<file path="config.mk">
export PLATFORM = sky130hd
export DESIGN_NAME = seq_alu
export DESIGN_NICKNAME = d
export VERILOG_FILES = /design/src/rtl/seq_alu.sv
export SDC_FILE = /design/constraint.sdc
export NUM_CORES = 1
export LEC_CHECK = 0
export CELL_PAD_IN_SITES_DETAIL_PLACEMENT = 1
export CELL_PAD_IN_SITES_GLOBAL_PLACEMENT = 2
export CORE_ASPECT_RATIO = 2
export CORE_MARGIN = 4
export CORE_UTILIZATION = 39
export CTS_CLUSTER_DIAMETER = 40
export DETAILED_ROUTE_END_ITERATION = 7
export DONT_BUFFER_PORTS = 1
export HOLD_SLACK_MARGIN = 0.05
export PLACE_DENSITY_LB_ADDON = 0.08
export SLEW_MARGIN = 10
export SYNTH_ARGS = -nofsm -noshare
export SYNTH_HDL_FRONTEND = slang
export SYNTH_SLANG_ARGS = --single-unit
export TNS_END_PERCENT = 50
</file>
<file path="constraint.sdc">
create_clock -name clk -period 4.75 [get_ports clk]
set_clock_uncertainty 0.05 [all_clocks]
set_input_delay 0.2375 -clock clk [delete_from_list [all_inputs] [get_ports clk]]
set_output_delay 0.2375 -clock clk [all_outputs]
set_load 0.01 [all_outputs]
</file>
<file path="src/rtl/seq_alu.sv">
// Multi-cycle ALU with a start/done handshake. ADD, SUB and the logic ops
// finish one cycle after start. MUL (radix-2 Booth, signed) and DIV
// (restoring, unsigned) iterate WIDTH times and then complete.
// Optional feature macro: ALU_SHIFT_EN adds the shift and rotate opcodes 7-11.
module seq_alu #(
  parameter  int WIDTH = 32,
  localparam int CNT_W = $clog2(WIDTH) + 1
) (
  input  logic             clk,
  input  logic             clr,
  input  logic             start,
  input  logic [4:0]       op,
  input  logic [WIDTH-1:0] a,
  input  logic [WIDTH-1:0] b,
  output logic             busy,
  output logic             done,
  output logic [WIDTH-1:0] result_lo,
  output logic [WIDTH-1:0] result_hi,
  output logic             carry_out,
  output logic             div_by_zero
);

  typedef enum logic [1:0] {S_IDLE, S_MUL, S_DIV, S_FIN} state_e;

  typedef enum logic [4:0] {
    OP_ADD  = 5'd0,  OP_SUB = 5'd1,  OP_DIV = 5'd2,  OP_AND = 5'd3,
    OP_OR   = 5'd4,  OP_XOR = 5'd5,  OP_MUL = 5'd6,  OP_SHL = 5'd7,
    OP_SHR  = 5'd8,  OP_SHRA = 5'd9, OP_ROL = 5'd10, OP_ROR = 5'd11
  } op_e;

  state_e           state, state_n;
  // acc is the Booth accumulator during MUL and the partial remainder during DIV
  logic [WIDTH:0]   acc, acc_n;
  logic [WIDTH-1:0] q, q_n;
  logic [WIDTH-1:0] m, m_n;
  logic             qm1, qm1_n;
  logic [CNT_W-1:0] cnt, cnt_n;
  logic [WIDTH-1:0] lo_n, hi_n;
  logic             c_n, dz_n, done_n;

  logic [WIDTH-1:0] sc_lo;
  logic             sc_c;
  logic [WIDTH:0]   add_full;
  logic [WIDTH:0]   m_ext, booth_sum, rem_sh;
  logic [WIDTH+1:0] trial;

`ifdef ALU_SHIFT_EN
  localparam int SH_W = $clog2(WIDTH);
  localparam logic [WIDTH-1:0] ONE = WIDTH'(1);
  logic [SH_W-1:0]  sh;
  assign sh = b[SH_W-1:0];
`endif

  assign busy = (state == S_MUL) || (state == S_DIV);

  // Single-cycle result and carry, computed straight from the live operands
  always_comb begin
    sc_lo    = a;
    sc_c     = 1'b0;
    add_full = {1'b0, a} + {1'b0, b};
    case (op)
      OP_ADD: begin sc_lo = add_full[WIDTH-1:0]; sc_c = add_full[WIDTH]; end
      OP_SUB: begin sc_lo = a - b; sc_c = (a >= b); end
      OP_AND: sc_lo = a & b;
      OP_OR:  sc_lo = a | b;
      OP_XOR: sc_lo = a ^ b;
`ifdef ALU_SHIFT_EN
      OP_SHL: begin
        sc_lo = a << sh;
        if (sh != '0) sc_c = |(a & (ONE << (WIDTH - int'(sh))));
      end
      OP_SHR: begin
        sc_lo = a >> sh;
        if (sh != '0) sc_c = |(a & (ONE << (sh - 1'b1)));
      end
      OP_SHRA: begin
        sc_lo = $signed(a) >>> sh;
        if (sh != '0) sc_c = |(a & (ONE << (sh - 1'b1)));
      end
      OP_ROL: sc_lo = (a << sh) | (a >> (WIDTH - int'(sh)));
      OP_ROR: sc_lo = (a >> sh) | (a << (WIDTH - int'(sh)));
`endif
      default: ;
    endcase
  end

  // Next-state, iteration datapath and registered outputs
  always_comb begin
    state_n = state;
    acc_n   = acc;
    q_n     = q;
    m_n     = m;
    qm1_n   = qm1;
    cnt_n   = cnt;
    lo_n    = result_lo;
    hi_n    = result_hi;
    c_n     = carry_out;
    dz_n    = div_by_zero;
    done_n  = 1'b0;

    m_ext = {m[WIDTH-1], m};
    case ({q[0], qm1})
      2'b01:   booth_sum = acc + m_ext;
      2'b10:   booth_sum = acc - m_ext;
      default: booth_sum = acc;
    endcase
    rem_sh = {acc[WIDTH-1:0], q[WIDTH-1]};
    trial  = {1'b0, rem_sh} - {2'b00, m};

    case (state)
      // FIN accepts a new start exactly like IDLE so back-to-back ops work
      S_IDLE, S_FIN: begin
        state_n = S_IDLE;
        if (start) begin
          if (op == OP_MUL) begin
            acc_n   = '0;
            q_n     = b;
            qm1_n   = 1'b0;
            m_n     = a;
            cnt_n   = CNT_W'(WIDTH);
            state_n = S_MUL;
          end else if (op == OP_DIV && b != '0) begin
            acc_n   = '0;
            q_n     = a;
            m_n     = b;
            cnt_n   = CNT_W'(WIDTH);
            state_n = S_DIV;
          end else if (op == OP_DIV) begin
            lo_n   = '1;
            hi_n   = a;
            c_n    = 1'b0;
            dz_n   = 1'b1;
            done_n = 1'b1;
          end else begin
            lo_n   = sc_lo;
            hi_n   = '0;
            c_n    = sc_c;
            dz_n   = 1'b0;
            done_n = 1'b1;
          end
        end
      end
      S_MUL: begin
        acc_n = {booth_sum[WIDTH], booth_sum[WIDTH:1]};
        q_n   = {booth_sum[0], q[WIDTH-1:1]};
        qm1_n = q[0];
        cnt_n = cnt - 1'b1;
      end
      S_DIV: begin
        acc_n = trial[WIDTH+1] ? rem_sh : trial[WIDTH:0];
        q_n   = {q[WIDTH-2:0], ~trial[WIDTH+1]};
        cnt_n = cnt - 1'b1;
      end
      default: state_n = S_IDLE;
    endcase

    // The last iteration writes the result at the same edge it enters FIN,
    // so done and the result are both visible during the FIN cycle.
    if ((state == S_MUL || state == S_DIV) && cnt == CNT_W'(1)) begin
      state_n = S_FIN;
      lo_n    = q_n;
      hi_n    = acc_n[WIDTH-1:0];
      c_n     = 1'b0;
      dz_n    = 1'b0;
      done_n  = 1'b1;
    end
  end

  // State and output registers with synchronous clear
  always_ff @(posedge clk) begin
    if (clr) begin
      state       <= S_IDLE;
      acc         <= '0;
      q           <= '0;
      m           <= '0;
      qm1         <= 1'b0;
      cnt         <= '0;
      result_lo   <= '0;
      result_hi   <= '0;
      carry_out   <= 1'b0;
      div_by_zero <= 1'b0;
      done        <= 1'b0;
    end else begin
      state       <= state_n;
      acc         <= acc_n;
      q           <= q_n;
      m           <= m_n;
      qm1         <= qm1_n;
      cnt         <= cnt_n;
      result_lo   <= lo_n;
      result_hi   <= hi_n;
      carry_out   <= c_n;
      div_by_zero <= dz_n;
      done        <= done_n;
    end
  end

endmodule

</file>
==> results of run 1 <==
-- layer usage --
| layer | part of all wire [%] | vias up |
|---|---|---|
| met5 | 0 | - |
| met4 | 7.4 | 0 |
| met3 | 5.0 | 259 |
| met2 | 52 | 644 |
| met1 | 36 | 9500 |
| li1 | - | 8729 |
-- per-stage QoR --
stage               std cells  total power, uW  cell area [sq um]
CTS                      2911             4800              19400
floorplan                2351             2770              17500
finish                   2911             4810              19400
global placement         2810             3230              18100
global route             2911             5010              19400
detailed placement       2810             3250              18100
-- cells by family after synthesis --
group	Yosys count	synth area share, %
xor gates and xnor gates	108	5.41
AOI/OAI and AO/OA	891	35.7
and+or+nand+nor	675	18.0
buffers and inverters	304	6.80
muxes	30	1.90
DFF	173	19.8
adders and majority gates	170	12.3
-- sequential cells by signal (all words and copies together), names as in the netlist --
register and count:
cnt 6, state 2, m 32, div_by_zero 1
q 32, carry_out 1, result_hi 32, qm1 1
result_lo 32, acc 33, done 1
-- how the worst max path moves through the flow --
stage | cells after the start | to | slack, ns
detailed placement | 17 | result_hi[26]$_SDFFE_PP0P_ | 0.39
global placement | 17 | result_hi[26]$_SDFFE_PP0P_ | 0.47
floorplan | 15 | result_hi[20]$_SDFFE_PP0P_ | 0.95
finish | 16 | result_hi[20]$_SDFFE_PP0P_ | 0.36
CTS | 17 | acc[25]$_SDFF_PP0_ | 0.32
global route | 16 | result_hi[26]$_SDFFE_PP0P_ | 0.05
-- power groups by stage --
| stage | clock [uW] | combinational (uW) | sequential (uW) |
|---|---|---|---|
| 6_report | 1470 | 1790 | 1550 |
| 5_1_grt | 1530 | 1920 | 1550 |
| 4_1_cts | 1490 | 1770 | 1550 |
| 3_5_place_dp | 0 | 1670 | 1580 |
| 3_3_place_gp | 0 | 1650 | 1580 |
| 2_1_floorplan | 0 | 1220 | 1560 |
-- layout make-up --
class | count | area share [%]
clock buffer | 24 | 2.58
multi-input combinational | 1874 | 66.6
sequential | 173 | 17.8
inverter | 150 | 2.90
clock inverter | 8 | 0.425
timing repair buffer | 127 | 6.08
tap | 555 | 3.57
-- critical path, cell delays in order, from the launching register on --
cell and delay, ns:
dfxtp_1 0.41, inv_1 0.09, ha_1 0.21, nor2b_1 0.15
and2_1 0.16, nor2_1 0.11, xnor2_1 0.13, ha_1 0.31
a2111oi_1 0.54, a21oi_1 0.26, a32oi_1 0.35, o2111ai_1 0.23
a311oi_1 0.42, xnor2_1 0.15, a222oi_1 0.33, o221a_2 0.27
o22ai_1 0.07
-- cell usage in the layout, fill, tap and decap left out, drive strengths merged, types with 16 or more instances in the layout --
cell,synthesis,final
dfxtp,173,173
nand3,29,29
o21bai,21,21
nor4,27,27
xnor2,78,78
o21ai,140,140
nand2b,16,16
o21a,18,18
nor2,240,240
o211ai,20,20
dlygate4sd3,0,68
a21oi,211,211
ha,166,166
a221o,39,39
a22o,51,51
inv,149,149
nor2b,40,40
clkbuf,123,24
a211oi,57,57
a22oi,47,47
buf,31,59
nor3,62,62
mux2,16,16
a221oi,35,35
xor2,30,30
nand4,20,20
a31oi,42,42
a21o,46,46
nand2,175,175
o22ai,34,34
-- timing repair --
action | in CTS | in global routing
resized for setup | 0 | 2
setup endpoints to repair | 0 | 1
setup buffers | 0 | 0
hold buffers | 69 | 0
endpoints found under the hold margin | 154 | 0
==> impl_metrics.py, run 1 <==
metrics = {
    "layout": {
        "multi_input_area_sq_um": 12900,
        "antenna_cells": 0,
        "area_growth_syn_to_layout_pct": 11.1,
        "regArea_sq_um": 3460,
        "fillers": 5530,
        "drive_above_1_share_pct": 7.09,
        "nets": 2585,
        "fin_util_pct": 43.8,
    },
    "synthesis": {
        "ys_seq_area_share_pct": 19.8,
        "syn_area_per_cell_sq_um": 7.44,
        "syn-num-nets": 2593,
        "async_flop_share_pct": 0,
        "syn_area_sq_um": 17500,
        "synthFlopType": "dfxtp_1",
        "yosysMostFrequentCell": "nor2_1",
        "postSynthCellCount": 2351,
        "synth_edf_count": 0,
        "yosysTopAreaCellShare_pct": 19.8,
        "ys_warn_count": 0,
        "synth_cell_type_count": 102,
        "synth_area_leaders": "dfxtp_1 20%, ha_1 12%, a21oi_1 6.0%, nor2_1 5.2%, xnor2_1 3.9%",
        "synth_top_area_cell": "dfxtp_1",
        "synth_common_cells": "240 x nor2_1, 211 x a21oi_1, 175 x nand2_1",
        "ys_seq_elements": 173,
    },
    "pwr": {
        "power.internal_uw": 2970,
        "switching_share_pct": 38.3,
        "combPwrFrac_pct": 37.3,
        "switchingPower_uw": 1840,
        "clockPowerShare_pct": 30.6,
        "seq_power_share_pct": 32.1,
        "peakVddDrop_mv": 0.192,
        "p_leak_uw": 0.00773,
        "power.density_nw_per_um2": 248,
    },
    "sta": {
        "setup_viol": 0,
        "fin_crit_ns": 4.39,
        "hold_viol": 0,
        "hold_slack_ns": 0.0650,
        "max_freq_ghz": 0.228,
        "slew-limit-headroom_pct": 31.9,
        "tns_ns": 0,
        "layout_setup_ws_ns": 0.364,
        "period_share_pct": 92.3,
        "tightestPinTransition_ns": 1.02,
        "rsz0062_at_grt": "no",
        "report.final.slew_viol_count": 0,
    },
    "floorplanning": {
        "dieArea_sq_um": 48500,
        "start_util_pct": 39.5,
        "die_x_um": 158,
        "fp.dieH_um": 307,
        "ioPinCount": 140,
        "coreArea_sq_um": 44300,
        "num_rows": 109,
    },
    "global_routing": {
        "grtUsageMet1_pct": 35.9,
        "grt_use_total_pct": 34.4,
        "grt_max_degree": 142,
        "busiest_layer": "met2",
        "grt-ovfl-total": 0,
        "grt_pass1_vias": 20009,
        "antenna_found_initial": 0,
        "met2_usage_pct": 62.5,
        "use_met3_pct": 5.61,
        "grt_pass1_wl_mm": 126,
    },
    "setup_path": {
        "cp.required_ns": 5.02,
        "crit_arrival_ns": 4.66,
        "cp_max_fo": 5,
        "reg2reg_slack_ns": 0.36,
        "startpoint_type": "flip-flop",
        "path_class": "flip-flop to flip-flop",
        "cp-end-kind": "flip-flop",
        "worst-r2r-cell-count": 16,
        "r2r-end": "result_hi[20]$_SDFFE_PP0P_",
        "startpoint": "m[1]$_SDFFE_PP0P_",
        "regToRegStartpoint": "m[1]$_SDFFE_PP0P_",
    },
    "clock_tree": {
        "cts.htree.levels": 4,
        "clkSinkCount": 173,
        "cts.path.max_buffers": 2,
        "cts_buffers": 17,
        "path_clk_slew_ns": 0.07,
        "cts_tree": "done",
        "root_buffer": "clkbuf_16",
        "clkLatencyLatePin_ns": 0.47,
    },
    "routing": {
        "drcViolationCount": 0,
        "wl_mm": 85.7,
        "vias_per_cell": 6.57,
        "avgRoutedWirePerCell_um": 29.5,
        "dr.first_iter.drc_count": 1227,
        "ant_nets": 0,
        "first_pass_iters": 6,
        "routed-via-count": 19132,
    },
    "min_path": {
        "hold_depth": 4,
        "hold_path_class": "input port to flip-flop",
        "min_to": "result_lo[0]$_SDFFE_PP0P_",
        "hp-start": "a[0]",
    },
    "place": {
        "dp_hpwl_mm": 65.5,
        "port_buffers": 0,
        "dp_slack_ns": 0.387,
        "gp_congestion": 0.946,
    },
    "run": {
        "maxCapViolations": 0,
    },
    "status": {
        "status": "finished clean",
    },
}
Power figures use the tool's default switching activity.
==> run 2, diff against run 1 <==
- BUFFER_PORTS_ARGS: default -> -buffer_cell sky130_fd_sc_hd__buf_2
- CORE_UTILIZATION: 39 -> 36
- DONT_BUFFER_PORTS: 1 -> default
==> run 2 against run 1 <==
Net effect:
- fmax fell by 3.3%
- combinational power rose by 7%
- critical path depth did not move
- largest cell class unchanged
- largest power group unchanged
==> impl_metrics.py, run 2 (synthesized netlist as in run 1, its figures left out) <==
metrics = {
    "sta": {
        "report.final.slew_viol_count": 0,
        "period_share_pct": 95.5,
        "slew-limit-headroom_pct": 15.7,
        "fin_crit_ns": 4.54,
        "hold_viol": 0,
        "tns_ns": 0,
        "rsz0062_at_grt": "no",
        "tightestPinTransition_ns": 1.25,
        "setup_viol": 0,
        "layout_setup_ws_ns": 0.213,
        "max_freq_ghz": 0.220,
    },
    "global_routing": {
        "grt-ovfl-total": 0,
        "grt_pass1_vias": 20555,
        "grt_max_degree": 69,
        "grt_pass1_wl_mm": 131,
        "antenna_found_initial": 1,
        "grt_use_total_pct": 33.2,
    },
    "setup_path": {
        "max_stage_delay_ns": 0.46,
        "cp_max_fo": 5,
        "r2r-end": "result_hi[26]$_SDFFE_PP0P_",
        "crit_family": "compound AO/OA/AOI/OAI gates",
        "crit_arrival_ns": 4.80,
        "crit_slowest_cell": "a21oi_1",
        "path_buf_inv": 1,
        "cp.required_ns": 5.02,
        "reg2reg_slack_ns": 0.21,
        "cp-end-kind": "flip-flop",
        "worst-r2r-cell-count": 16,
        "regToRegStartpoint": "m[1]$_SDFFE_PP0P_",
        "path_class": "flip-flop to flip-flop",
        "startpoint_type": "flip-flop",
        "path_cells": "inv_1 -> ha_1 -> nor2b_1 -> and3_4 -> a31oi_2 -> xnor2_1 -> ha_1 -> a21o_1 -> a21o_1 -> a21oi_1 -> o21ai_1 -> a31oi_1 -> o21bai_1 -> xor2_1 -> a221oi_1 -> o22ai_1",
    },
    "layout": {
        "regArea_sq_um": 3460,
        "area_growth_syn_to_layout_pct": 12.0,
        "layout_commonest_cell": "nor2_1",
        "largest_reg_flops": 33,
        "final_cell_mix": "233 x nor2_1, 209 x a21oi_1, 175 x nand2_1, 173 x dfxtp_1, 165 x ha_1",
        "nets": 2671,
        "largest-register": "acc",
        "drive_above_1_share_pct": 13.1,
        "fillers": 6146,
        "multi_input_area_sq_um": 12900,
        "antenna_cells": 0,
    },
    "floorplanning": {
        "coreArea_sq_um": 48200,
        "die_x_um": 164,
        "start_util_pct": 36.3,
        "num_rows": 114,
        "dieArea_sq_um": 52400,
        "ioPinCount": 140,
        "fp.dieH_um": 320,
    },
    "clock_tree": {
        "postCtsSetupBuffers": 0,
        "cts_tree": "done",
        "path_clk_slew_ns": 0.08,
        "cts.path.max_buffers": 2,
        "cts_buffers": 17,
        "cts_resized": 0,
        "hold_buffers": 0,
        "clkLatencyLatePin_ns": 0.46,
        "clkSinkCount": 173,
        "cts.htree.levels": 4,
        "root_buffer": "clkbuf_16",
    },
    "min_path": {
        "hold_depth": 3,
        "hold_path_class": "input port to flip-flop",
        "hp-start": "b[17]",
        "min_to": "q[17]$_SDFF_PP0_",
    },
    "place": {
        "gp_congestion": 0.923,
        "port_buffers": 139,
        "dp_hpwl_mm": 71.2,
        "dp_slack_ns": 0.238,
    },
    "routing": {
        "wl_mm": 88.8,
        "vias_per_cell": 6.29,
        "routed-via-count": 19358,
        "avgRoutedWirePerCell_um": 28.8,
        "drcViolationCount": 0,
        "first_pass_iters": 5,
        "dr.first_iter.drc_count": 1170,
        "ant_nets": 0,
    },
    "pwr": {
        "p_leak_uw": 0.00814,
        "peakVddDrop_mv": 0.219,
        "power.density_nw_per_um2": 246,
    },
    "status": {
        "status": "finished clean",
    },
    "run": {
        "maxCapViolations": 0,
    },
}
## run 2: worst max path at each step
| stage | slack [ns] | depth (start not counted) | startpoint | endpoint |
|---|---|---|---|---|
| 2_1_floorplan | 0.95 | 15 | q[0]$_SDFF_PP0_ | result_hi[20]$_SDFFE_PP0P_ |
| 3_3_place_gp | 0.39 | 15 | q[0]$_SDFF_PP0_ | result_hi[26]$_SDFFE_PP0P_ |
| 3_5_place_dp | 0.24 | 13 | q[0]$_SDFF_PP0_ | result_hi[26]$_SDFFE_PP0P_ |
| 4_1_cts | 0.14 | 13 | q[0]$_SDFF_PP0_ | result_hi[26]$_SDFFE_PP0P_ |
| 5_1_grt | 0.01 | 15 | m[2]$_SDFFE_PP0P_ | acc[25]$_SDFF_PP0_ |
| 6_report | 0.21 | 16 | m[1]$_SDFFE_PP0P_ | result_hi[26]$_SDFFE_PP0P_ |
## run 2: cell type report
| type | count | share of cell area, % |
|---|---|---|
| clock inverters | 11 | 0.485 |
| repair buffers | 213 | 6.59 |
| inverters | 150 | 2.87 |
| clock buffers | 21 | 2.25 |
| multi-input cells | 1874 | 66.1 |
| flip-flops and latches | 173 | 17.7 |
| well taps | 638 | 4.07 |
## run 2: worst register-to-register path, cell delays in order, from the launching register on
cell      delay, ns
dfxtp_1        0.42
inv_1          0.10
ha_1           0.22
nor2b_1        0.15
and3_4         0.20
a31oi_2        0.37
xnor2_1        0.17
ha_1           0.31
a21o_1         0.20
a21o_1         0.16
a21oi_1        0.46
o21ai_1        0.26
a31oi_1        0.40
o21bai_1       0.13
xor2_1         0.15
a221oi_1       0.46
o22ai_1        0.16
## run 2: power breakdown
group | total, uW | switching, uW | internal [uW] | leakage [uW]
sequential | 1530 | 38.9 | 1490 | 0.00140
combinational | 1920 | 1230 | 690 | 0.00648
clock | 1380 | 665 | 719 | 0.000257
## run 2: metal layers
metal | global-route usage (%) | vias to the layer above | wire, um
met5 | 0 | - | 13
met4 | 20.9 | 2 | 6460
met3 | 3.49 | 233 | 3240
met2 | 62.5 | 567 | 47500
met1 | 34.3 | 9677 | 31500
li1 | - | 8879 | -
## run 2: per-stage QoR
stage	util, %	hold slack (ns)	power, uW	std cells	area [sq um]
after global placement	39.5	0.438	3430	3048	19000
after CTS	40.6	0.0977	4840	3080	19600
final	40.6	0.123	4830	3080	19600
after global routing	40.6	0.151	5040	3080	19600
after detailed placement	39.5	0.449	3460	3048	19000
after floorplan	-	0.351	2770	2351	17500
